<file path="src/rtl/sipo_loader.sv">
// Sequencer that shifts a parallel word MSB-first into a 74164-style SIPO chain,
// then strobes the downstream storage latch. All chain-facing pins are registered.
//
// state    | meaning
// ---------+----------------------------------------------------------
// ST_CLEAR | ser_n_mr held low for DIV cycles, then done pulse
// ST_IDLE  | waiting for valid (or clr, which wins)
// ST_LOW   | ser_cp low, ser_d settling for DIV cycles
// ST_HIGH  | ser_cp high for DIV cycles; chain shifts on the rise
// ST_LATCH | latch_cp high for DIV cycles, then done pulse
module sipo_loader #(
   parameter int WIDTH = 8,
   parameter int DIV   = 1
) (
   input  logic             cp,
   input  logic             n_mr,
   input  logic [WIDTH-1:0] data,
   input  logic             valid,
   output logic             ready,
   input  logic             clr,
   output logic             ser_d,
   output logic             ser_cp,
   output logic             ser_n_mr,
   output logic             latch_cp,
   output logic             done
);

   localparam int              BW      = (WIDTH > 1) ? $clog2(WIDTH) : 1;
   localparam logic [7:0]      CNT_RLD = 8'(DIV - 1);
   localparam logic [BW-1:0]   BIT_TOP = BW'(WIDTH - 1);

   typedef enum logic [2:0] {
      ST_CLEAR,
      ST_IDLE,
      ST_LOW,
      ST_HIGH,
      ST_LATCH
   } state_t;

   state_t           state_q, state_d;
   logic [7:0]       cnt_q, cnt_d;
   logic [BW-1:0]    bit_q, bit_d;
   logic [WIDTH-1:0] shadow_q, shadow_d;
   logic             ser_d_q, ser_d_d;
   logic             ser_cp_q, ser_cp_d;
   logic             ser_n_mr_q, ser_n_mr_d;
   logic             latch_cp_q, latch_cp_d;
   logic             done_q, done_d;
   logic [WIDTH-1:0] shadow_sh;
   logic             cnt_zero;

   always_ff @(posedge cp or negedge n_mr) begin
      if (!n_mr) begin
         state_q    <= ST_CLEAR;
         cnt_q      <= CNT_RLD;
         bit_q      <= '0;
         shadow_q   <= '0;
         ser_d_q    <= 1'b0;
         ser_cp_q   <= 1'b0;
         ser_n_mr_q <= 1'b0;
         latch_cp_q <= 1'b0;
         done_q     <= 1'b0;
      end else begin
         state_q    <= state_d;
         cnt_q      <= cnt_d;
         bit_q      <= bit_d;
         shadow_q   <= shadow_d;
         ser_d_q    <= ser_d_d;
         ser_cp_q   <= ser_cp_d;
         ser_n_mr_q <= ser_n_mr_d;
         latch_cp_q <= latch_cp_d;
         done_q     <= done_d;
      end
   end

   always_comb begin
      state_d    = state_q;
      cnt_d      = cnt_q;
      bit_d      = bit_q;
      shadow_d   = shadow_q;
      ser_d_d    = ser_d_q;
      ser_cp_d   = ser_cp_q;
      ser_n_mr_d = ser_n_mr_q;
      latch_cp_d = latch_cp_q;
      done_d     = 1'b0;
      cnt_zero   = (cnt_q == 8'd0);
      // The word is consumed from the top, so the next bit is always the new MSB.
      shadow_sh  = shadow_q << 1;

      case (state_q)
         ST_CLEAR: begin
            ser_n_mr_d = 1'b0;
            ser_cp_d   = 1'b0;
            latch_cp_d = 1'b0;
            if (cnt_zero) begin
               state_d    = ST_IDLE;
               ser_n_mr_d = 1'b1;
               done_d     = 1'b1;
            end else begin
               cnt_d = cnt_q - 8'd1;
            end
         end
         ST_IDLE: begin
            if (clr) begin
               state_d    = ST_CLEAR;
               cnt_d      = CNT_RLD;
               ser_n_mr_d = 1'b0;
            end else if (valid) begin
               state_d  = ST_LOW;
               cnt_d    = CNT_RLD;
               shadow_d = data;
               bit_d    = BIT_TOP;
               ser_d_d  = data[WIDTH-1];
               ser_cp_d = 1'b0;
            end
         end
         ST_LOW: begin
            if (cnt_zero) begin
               state_d  = ST_HIGH;
               cnt_d    = CNT_RLD;
               ser_cp_d = 1'b1;
            end else begin
               cnt_d = cnt_q - 8'd1;
            end
         end
         ST_HIGH: begin
            if (cnt_zero) begin
               cnt_d    = CNT_RLD;
               ser_cp_d = 1'b0;
               if (bit_q != '0) begin
                  state_d  = ST_LOW;
                  bit_d    = bit_q - BW'(1);
                  shadow_d = shadow_sh;
                  ser_d_d  = shadow_sh[WIDTH-1];
               end else begin
                  state_d    = ST_LATCH;
                  latch_cp_d = 1'b1;
               end
            end else begin
               cnt_d = cnt_q - 8'd1;
            end
         end
         ST_LATCH: begin
            if (cnt_zero) begin
               state_d    = ST_IDLE;
               latch_cp_d = 1'b0;
               done_d     = 1'b1;
            end else begin
               cnt_d = cnt_q - 8'd1;
            end
         end
         default: begin
            state_d    = ST_CLEAR;
            cnt_d      = CNT_RLD;
            ser_n_mr_d = 1'b0;
            ser_cp_d   = 1'b0;
            latch_cp_d = 1'b0;
         end
      endcase
   end

   assign ready    = (state_q == ST_IDLE) && !clr;
   assign ser_d    = ser_d_q;
   assign ser_cp   = ser_cp_q;
   assign ser_n_mr = ser_n_mr_q;
   assign latch_cp = latch_cp_q;
   assign done     = done_q;

endmodule

</file>
<file path="config.mk">
export PLATFORM = sky130hd
export DESIGN_NAME = sipo_loader
export DESIGN_NICKNAME = d
export VERILOG_FILES = /design/src/rtl/sipo_loader.sv
export SDC_FILE = /design/constraint.sdc
export NUM_CORES = 1
export LEC_CHECK = 0
export ABC_AREA = 1
export BUFFER_PORTS_ARGS = -buffer_cell sky130_fd_sc_hd__buf_2
export CORE_MARGIN = 1
export CORE_UTILIZATION = 55
export DETAILED_ROUTE_END_ITERATION = 12
export MAX_ROUTING_LAYER = met4
export PLACE_DENSITY = 0.76
export SETUP_SLACK_MARGIN = 0.1
export SYNTH_ARGS = -nofsm -noshare
export SYNTH_HDL_FRONTEND = slang
export SYNTH_SLANG_ARGS = --single-unit
</file>
<file path="constraint.sdc">
create_clock -name cp -period 2.9 [get_ports cp]
set_input_delay 0.29 -clock cp [delete_from_list [all_inputs] [get_ports cp]]
set_output_delay 0.29 -clock cp [all_outputs]
set_load 0.02 [all_outputs]
</file>
==> flow_metrics.env, run 1 <==
export IMPL_ys_seq_area_share_pct=43.0
export IMPL_row_count=18
export IMPL_post_synth_main_area_contributors="dfrtp_1 43%, nand2_1 22%, nand3_1 6.6%"
export IMPL_setup_tns_ps=0
export IMPL_wl_um=3180
export IMPL_drc=0
export IMPL_port_buffers=17
export IMPL_final_area_mm2=0.00168
export IMPL_antenna_left=0
export IMPL_die_x_um=54.4
export IMPL_die_h_um=54.4
export IMPL_synth_area_per_cell_um2=6.94
export IMPL_drt_pass1_iterations=4
export IMPL_cts_tree="done"
export IMPL_cts_resized=0
export IMPL_fin_cells=266
export IMPL_ys_seq_elements=26
export IMPL_post_dp_hpwl_um=2400
export IMPL_gp_congestion=0.852
export IMPL_p_total_mw=1.95
export IMPL_fin_skew_ps=1.31
export IMPL_drv_cap=0
export IMPL_critical_path_max_fanout=11
export IMPL_dp_slack_ps=785
export IMPL_slew_headroom_pct=52.9
export IMPL_status="completed"
export IMPL_max_clock_freq_mhz=453
export IMPL_p_per_area_mw_per_mm2=1160
export IMPL_peakVddDrop_mv=0.749
export IMPL_detailedRoute_firstIterationViolations=36
export IMPL_wl_per_cell_um=12.0
export IMPL_crit_arrival_ps=2430
export IMPL_leakage_nw=0.981
export IMPL_cp_data_required_time_ps=3120
export IMPL_dp_cells=261
export IMPL_rsz0062_at_grt="no"
export IMPL_worstMarginPinSlew_ps=704
export IMPL_area_delta_synth_final_pct=10.8
export IMPL_post_dp_cell_area_mm2=0.00161
export IMPL_fin_crit_sh_pct=76.2
export IMPL_yosysTopAreaCellShare_pct=43.0
export IMPL_grt_overflow=0
export IMPL_hold_depth=3
export IMPL_multi_input_area_um2=734
export IMPL_nets=252
export IMPL_regArea_um2=651
export IMPL_slew_violations=0
export IMPL_synth_top_area_cell="dfrtp_1"
export IMPL_r2r_cells=10
export IMPL_crit_type="reg2reg"
export IMPL_grt_pass1_wl_um=5240
export IMPL_final_cell_mix="88 x nand2_1, 26 x dfrtp_1, 24 x inv_1, 21 x nor2_1, 20 x nand3_1"
export IMPL_grt_pass1_vias=1240
export IMPL_via_per_inst=5.15
export IMPL_layout_drive_gt1_share_pct=14.0
export IMPL_clk_latency_ps=310
export IMPL_synth_cell_type_count=22
export IMPL_core_mm2=0.00254
export IMPL_hold_path_class="in2reg"
export IMPL_io_pins=18
export IMPL_fin_crit_ps=2210
export IMPL_numCtsBuffers=3
export IMPL_startpoint_type="flop"
export IMPL_clock_root_buffer="clkbuf_4"
export IMPL_insertedDiodeCount=0
export IMPL_setup_ws_ps=690
export IMPL_worstSetupEndpointType="flop"
export IMPL_setup_viol=0
export IMPL_synth_cells=218
export IMPL_grt_usage_pct=25.3
export IMPL_syn_num_nets=233
export IMPL_path_clk_slew_ps=140
export IMPL_mostFrequentLayoutCell="nand2_1"
export IMPL_cts_htree_levels=1
export IMPL_grt_max_degree=27
export IMPL_clock_sinks=26
export IMPL_hold_viol=0
export IMPL_antenna_found_initial=0
export IMPL_die_area_mm2=0.00296
export IMPL_vias=1370
export IMPL_clockBufferDepth=2
export IMPL_syn_area_mm2=0.00151
export IMPL_initial_core_util_pct=59.4
export IMPL_synth_warning_count=0
export IMPL_fillers=245
worst paths after layout:
check	from	end	slack, ps
setup / recovery	bit_q[0]	shadow_q[2]	690
hold / removal	data[0]	shadow_q[0]	210
setup reg to reg	bit_q[0]	shadow_q[2]	690
hold reg to reg	ser_d	ser_d	490
max in group asynchronous	n_mr	state_q[0]	2030
min in group asynchronous	n_mr	cnt_q[7]	490
critical path, cell delays in order (launching register included):
cell and delay, ps:
dfrtp_1 410, inv_1 80, ha_1 200, nand2_1 90, inv_1 60, nand2_1 80
nand2_1 50, nor2_1 540, nand2_1 410, nand2_1 140, nand2_1 70
report_power, final:
group / internal [mW] / total [mW] / switching, mW / leakage [nW]
Sequential: 0.523 / 0.640 / 0.117 / 0.330
Combinational: 0.352 / 1.07 / 0.713 / 0.624
Clock: 0.140 / 0.246 / 0.106 / 0.0279
cell type report:
class,count,area share [%]
tap,30,2.24
timing repair buffer,18,5.68
clock inverter,1,1.79
sequential,26,38.8
multi-input combinational,160,43.8
clock buffer,3,1.34
inverter,28,6.27
synthesized netlist by cell type (all sizes together):
cell and instances:
nor2 27, ha 3, dfrtp 26, a21oi 3, nand3 20, nand2 90, o21ai 7, o31ai 1
inv 28, o2111ai 3, o22ai 2, xnor2 1, o21bai 1, nand4 1, buf 4, xor2 1
metal layers:
layer / GRT usage [%] / share of wire, % / vias to the layer above
li1: - / - / 711
met2: 40.0 / 46 / 25
met1: 33.4 / 50 / 630
met4: 8.12 / 0.63 / 0
met3: 3.06 / 3.3 / 4
met5: - / 0 / -
per-stage QoR:
stage,hold slack [ps],utilization (%)
after floorplan,-5.59,-
after global placement,321,63.4
after detailed placement,326,63.4
after CTS,206,65.8
after global routing,216,65.8
final,214,65.8
registers in the layout, indices dropped and copies added, names as in the netlist:
register	count
bit_q	3
cnt_q	8
done	1
latch_cp	1
ser_cp	1
ser_d	1
ser_n_mr	1
shadow_q	7
state_q	3
cells by family after synthesis:
group,synth area share (%)
AND/OR/NAND/NOR,38.0
buffers and inverters,8.44
flip-flops,43.0
AO/OA/AOI/OAI,6.87
adder cells (fa/ha/maj),2.48
XOR/XNOR,1.16
what timing repair did:
action                    in CTS  in global routing
setup buffers                  0                  0
hold buffers                   1                  0
hold endpoints to repair      26                  0
No activity file was read; power rests on OpenSTA's default activity.
==> inputs of run 2 (changes only) <==
ABC_AREA = 0   (was 1)
clock period = 2.19 ns   (was 2.9 ns; I/O delays follow)
==> run 2 against run 1 <==
Compared with the run above:
- wire length decreased by 3.1%
- sequential share of layout area decreased by 0.27 points
- largest power group unchanged
- first-iteration DRC count decreased by 11%
- non-clock buffer count increased by 8
==> flow_metrics.env, run 2 <==
export IMPL_fin_cells=193
export IMPL_mostFrequentLayoutCell="dfrtp_1"
export IMPL_numCtsBuffers=3
export IMPL_cp_data_required_time_ps=2450
export IMPL_die_area_mm2=0.00281
export IMPL_post_synth_main_area_contributors="dfrtp_1 46%, mux2_1 7.1%, mux2_2 4.7%"
export IMPL_max_clock_freq_mhz=486
export IMPL_layout_drive_gt1_share_pct=28.8
export IMPL_crit_type="reg2reg"
export IMPL_synth_edf_count=0
export IMPL_slew_violations=0
export IMPL_initial_core_util_pct=58.2
export IMPL_synth_most_common_cell="dfrtp_1"
export IMPL_clock_sinks=26
export IMPL_synth_area_per_cell_um2=10.2
export IMPL_cp_slowest_cell="or4_4"
export IMPL_startpoint_type="flop"
export IMPL_drv_cap=0
export IMPL_setup_tns_ps=0
export IMPL_fin_crit_ps=2060
export IMPL_synth_cell_type_count=39
export IMPL_row_count=18
export IMPL_grt_max_degree=27
export IMPL_slowest_delay_ps=530
export IMPL_final_cell_mix="25 x dfrtp_1, 17 x buf_2, 12 x nand2_1, 9 x mux2_1"
export IMPL_final_util_pct=68.9
export IMPL_syn_num_nets=155
export IMPL_synth_common_cells="26 x dfrtp_1, 12 x nand2_1, 10 x a21oi_1"
export IMPL_status="completed"
export IMPL_vias=1204
export IMPL_multi_input_area_um2=759
export IMPL_worstSetupEndpointType="flop"
export IMPL_syn_area_mm2=0.00143
export IMPL_reg2reg_to="cnt_q[7]"
export IMPL_port_buffers=17
export IMPL_regArea_um2=652
export IMPL_r2r_start="cnt_q[2]"
export IMPL_hold_depth=2
export IMPL_cp_endpoint="cnt_q[7]"
export IMPL_worstMarginPinSlew_ps=566
export IMPL_gp_congestion=0.845
export IMPL_crit_arrival_ps=2310
export IMPL_grt_pass1_vias=1159
export IMPL_fin_crit_sh_pct=93.9
export IMPL_antenna_found_initial=0
export IMPL_reg2reg_slack_ps=130
export IMPL_leakage_nw=0.765
export IMPL_insertedDiodeCount=0
export IMPL_wl_per_cell_um=16.0
export IMPL_async_reset_ff_share_pct=100
export IMPL_cts_tree="done"
export IMPL_yosysTopAreaCellShare_pct=45.5
export IMPL_peakVddDrop_mv=1.08
export IMPL_yosys_most_used_dff="dfrtp_1"
export IMPL_startpoint="cnt_q[2]"
export IMPL_r2r_cells=4
export IMPL_clk_latency_ps=330
export IMPL_wl_um=3090
export IMPL_io_pins=18
export IMPL_grt_usage_pct=26.8
export IMPL_ys_seq_area_share_pct=45.5
export IMPL_largest_register="cnt_q"
export IMPL_slew_headroom_pct=62.3
export IMPL_ys_seq_elements=26
export IMPL_dp_cells=185
export IMPL_fin_skew_ps=10.1
export IMPL_hold_path_class="in2reg"
export IMPL_setup_viol=0
export IMPL_clock_root_buffer="clkbuf_4"
export IMPL_cts_htree_levels=1
export IMPL_drt_pass1_iterations=4
export IMPL_die_h_um=53.0
export IMPL_worstPathCellList="or4_4 -> or4_4 -> or4_4 -> a21oi_2"
export IMPL_fillers=203
export IMPL_clockBufferDepth=2
export IMPL_detailedRoute_firstIterationViolations=32
export IMPL_rsz0062_at_grt="no"
export IMPL_drc=0
export IMPL_synth_top_area_cell="dfrtp_1"
export IMPL_core_mm2=0.00245
export IMPL_post_dp_hpwl_um=2140
export IMPL_hold_viol=0
export IMPL_synth_warning_count=0
export IMPL_synth_cells=140
export IMPL_critical_path_max_fanout=6
export IMPL_grt_pass1_wl_um=5290
export IMPL_path_clk_slew_ps=150
export IMPL_die_x_um=53.0
export IMPL_p_per_area_mw_per_mm2=1410
export IMPL_cpMostUsedCell="or4_4"
export IMPL_top_regs="cnt_q (8), shadow_q (7)"
export IMPL_grt_overflow=0
export IMPL_antenna_left=0
export IMPL_area_delta_synth_final_pct=18.3
export IMPL_nets=179
export IMPL_largest_register_ffs=8
export IMPL_via_per_inst=6.24
==> run 2: cells by family (layout without fill, tap and decap cells) <==
kind of cell	Yosys count	count (layout)	share of synthesized area [%]
fa+ha+maj	3	3	2.63
buf+inv	16	39	4.55
compound gates	36	36	16.5
simple gates	42	42	17.6
flops	26	26	45.5
mux	17	17	13.2
==> run 2: worst min-delay path by stage <==
stage | slack [ps] | to | startpoint
global route | 130 | shadow_q[0] | data[0]
detailed placement | 250 | cnt_q[4] | n_mr
floorplan | -80 | bit_q[0] | n_mr
global placement | 250 | cnt_q[4] | n_mr
finish | 140 | shadow_q[0] | data[0]
CTS | 130 | shadow_q[0] | data[0]
==> run 2: final cells by class <==
class	count	share of cell area, %
Multi-Input combinational cell	98	44.9
Sequential cell	26	38.6
Timing Repair Buffer	26	9.18
Tap cell	30	2.22
Inverter	9	2.00
Clock inverter	1	1.78
Clock buffer	3	1.33
==> run 2: critical path, delay by kind of cell (launching register included) <==
family | cells | cell delay, ps
AOI/OAI and AO/OA | 1 | 140
DFF | 1 | 470
and+or+nand+nor | 3 | 1370
==> run 2: through the flow <==
step           cell area (um2)  worst slack, ps  hold WS [ps]  total power [mW]
2_1_floorplan             1440              111         -76.6              1.63
3_3_place_gp              1570              152           251              1.86
3_5_place_dp              1570            -7.31           255              1.93
4_1_cts                   1640              112           132              2.29
5_1_grt                   1690             91.4           131              2.57
6_report                  1690              134           137              2.38
==> run 2: routing by layer <==
layer  wire length [um]  part of all wire, %  global-route usage (%)  vias to the layer above
li1                   -                    -                       -                      569
met2               1590                   51                    44.5                       32
met5                  0                    0                       -                        -
met4                 37                  1.2                    7.46                        0
met3                115                  3.7                    4.02                        5
met1               1350                   44                    33.9                      598
==> run 2: power breakdown <==
part           switching, mW  leakage [nW]  internal, mW
Combinational          0.590         0.422         0.567
Sequential             0.203         0.316         0.687
Clock                  0.147        0.0279         0.185
==> run 2: timing repair <==
item	CTS	global route
pin swaps	0	2
endpoints found under the setup margin	12	8
hold endpoints to repair	26	0
buffers inserted	1	2
gates resized for setup	2	9
hold buffers	1	0
==> inputs of run 3 (changes only) <==
CELL_PAD_IN_SITES_DETAIL_PLACEMENT = 0   (was default)
CELL_PAD_IN_SITES_GLOBAL_PLACEMENT = 1   (was default)
CORE_UTILIZATION = 44   (was 55)
PLACE_DENSITY = default   (was 0.76)
PLACE_DENSITY_LB_ADDON = 0.1   (was default)
==> run 3 against run 2 <==
Compared with the run above:
- wire length down 10%
- register-to-register slack about the same
- clock power down 1%
- utilization down 14 points
- largest cell class unchanged
- highest routed layer unchanged
==> flow_metrics.env, run 3 (synthesis gave the netlist of run 2 again) <==
export IMPL_status="completed"
export IMPL_clock_sinks=26
export IMPL_final_area_mm2=0.00169
export IMPL_crit_arrival_ps=2300
export IMPL_leakage_nw=0.756
export IMPL_top_regs="cnt_q (8), shadow_q (7)"
export IMPL_antenna_left=0
export IMPL_largest_register="cnt_q"
export IMPL_fin_crit_sh_pct=93.4
export IMPL_numCtsBuffers=3
export IMPL_vias=1099
export IMPL_max_clock_freq_mhz=489
export IMPL_slew_violations=0
export IMPL_largest_register_ffs=8
export IMPL_post_dp_hpwl_um=2000
export IMPL_grt_max_degree=27
export IMPL_fillers=291
export IMPL_cp_slowest_cell="or4_1"
export IMPL_clk_latency_ps=320
export IMPL_slowest_delay_ps=540
export IMPL_path_clk_slew_ps=150
export IMPL_peakVddDrop_mv=0.552
export IMPL_grt_overflow=0
export IMPL_gr_usage_met2_pct=31.5
export IMPL_clock_root_buffer="clkbuf_4"
export IMPL_grt_use_met3_pct=1.97
export IMPL_worstPathCellList="or4_1 -> or4_1 -> or4_1 -> a21oi_1"
export IMPL_layout_drive_gt1_share_pct=27.0
export IMPL_worst_hold_slack_ps=140
export IMPL_cts_htree_levels=1
export IMPL_hold_path_class="in2reg"
export IMPL_io_pins=18
export IMPL_worstSetupEndpointType="flop"
export IMPL_fin_skew_ps=7.40
export IMPL_setup_viol=0
export IMPL_via_per_inst=5.31
export IMPL_clockBufferDepth=2
export IMPL_grt_use_met1_pct=23.8
export IMPL_row_count=20
export IMPL_setup_tns_ps=0
export IMPL_post_dp_cell_area_mm2=0.00158
export IMPL_gp_congestion=0.830
export IMPL_grt_usage_pct=18.8
export IMPL_detailedRoute_firstIterationViolations=52
export IMPL_critical_path_max_fanout=3
export IMPL_antenna_found_initial=0
export IMPL_slew_headroom_pct=61.9
export IMPL_fin_crit_ps=2050
export IMPL_grt_pass1_wl_um=4830
export IMPL_die_h_um=59.0
export IMPL_cts_tree="done"
export IMPL_wl_per_cell_um=13.4
export IMPL_final_cell_mix="23 x dfrtp_1, 17 x buf_2, 12 x nand2_1, 10 x a21oi_1, 9 x mux2_1"
export IMPL_startpoint_type="flop"
export IMPL_nets=179
export IMPL_die_area_mm2=0.00348
export IMPL_wl_um=2770
export IMPL_crit_type="reg2reg"
export IMPL_p_per_area_mw_per_mm2=1360
export IMPL_area_delta_synth_final_pct=18.0
export IMPL_drt_pass1_iterations=4
export IMPL_cpMostUsedCell="or4_1"
export IMPL_rsz0062_at_grt="no"
export IMPL_core_mm2=0.00308
export IMPL_grt_pass1_vias=1094
export IMPL_port_buffers=17
export IMPL_initial_core_util_pct=46.4
export IMPL_hold_viol=0
export IMPL_drv_cap=0
export IMPL_worstMarginPinSlew_ps=571
export IMPL_die_x_um=59.0
export IMPL_mostFrequentLayoutCell="dfrtp_1"
export IMPL_busiest_layer="met2"
export IMPL_insertedDiodeCount=0
export IMPL_final_util_pct=54.8
export IMPL_cp_data_required_time_ps=2440
export IMPL_drc=0
## run 3: repair_timing
item,CTS,global route
resized for setup,2,6
setup buffers,1,3
pin swaps,0,0
hold buffers,1,0
endpoints found under the hold margin,26,0
endpoints found under the setup margin,13,15
## run 3: power by group
group | leakage [nW] | switching, mW | internal, mW | total, mW
combinational | 0.415 | 0.562 | 0.544 | 1.11
clock | 0.0279 | 0.143 | 0.185 | 0.328
sequential | 0.313 | 0.172 | 0.686 | 0.858
total | 0.756 | 0.877 | 1.42 | 2.29
## run 3: area by class of cell
cell class	instances	area (um2)	share of cell area, %
Sequential cell	26	654	38.8
Tap cell	44	55.1	3.27
Inverter	9	33.8	2.00
Multi-Input combinational cell	98	734	43.6
Clock inverter	1	30.0	1.78
Clock buffer	3	22.5	1.34
Timing Repair Buffer	26	155	9.21
## run 3: metal layers
metal,vias up,part of all wire [%]
met4,0,0.76
met3,2,2.4
met2,13,48
met5,-,0
li1,564,-
met1,520,49
## run 3: final timing paths
path,startpoint,to,slack [ps],cells after the start
max,cnt_q[2],cnt_q[7],140,4
min,data[0],shadow_q[0],140,2
max reg2reg,cnt_q[2],cnt_q[7],140,4
min reg2reg,ser_d,ser_d,500,1
max in group asynchronous,n_mr,cnt_q[4],1370,2
min in group asynchronous,n_mr,cnt_q[6],410,2
## run 3: worst max-delay path: cells and delay by family (launching register included)
kind	cells	cell delay [ps]
AOI/OAI and AO/OA	1	150
DFF	1	450
and+or+nand+nor	3	1380
## run 3: per-stage QoR
stage                     std cells  power [mW]  setup WS [ps]
after floorplan                 140        1.63            111
after global placement          198        1.89           77.9
after detailed placement        198        1.92           45.0
after CTS                       204        2.28            101
after global routing            207        2.47            104
final                           207        2.29            144
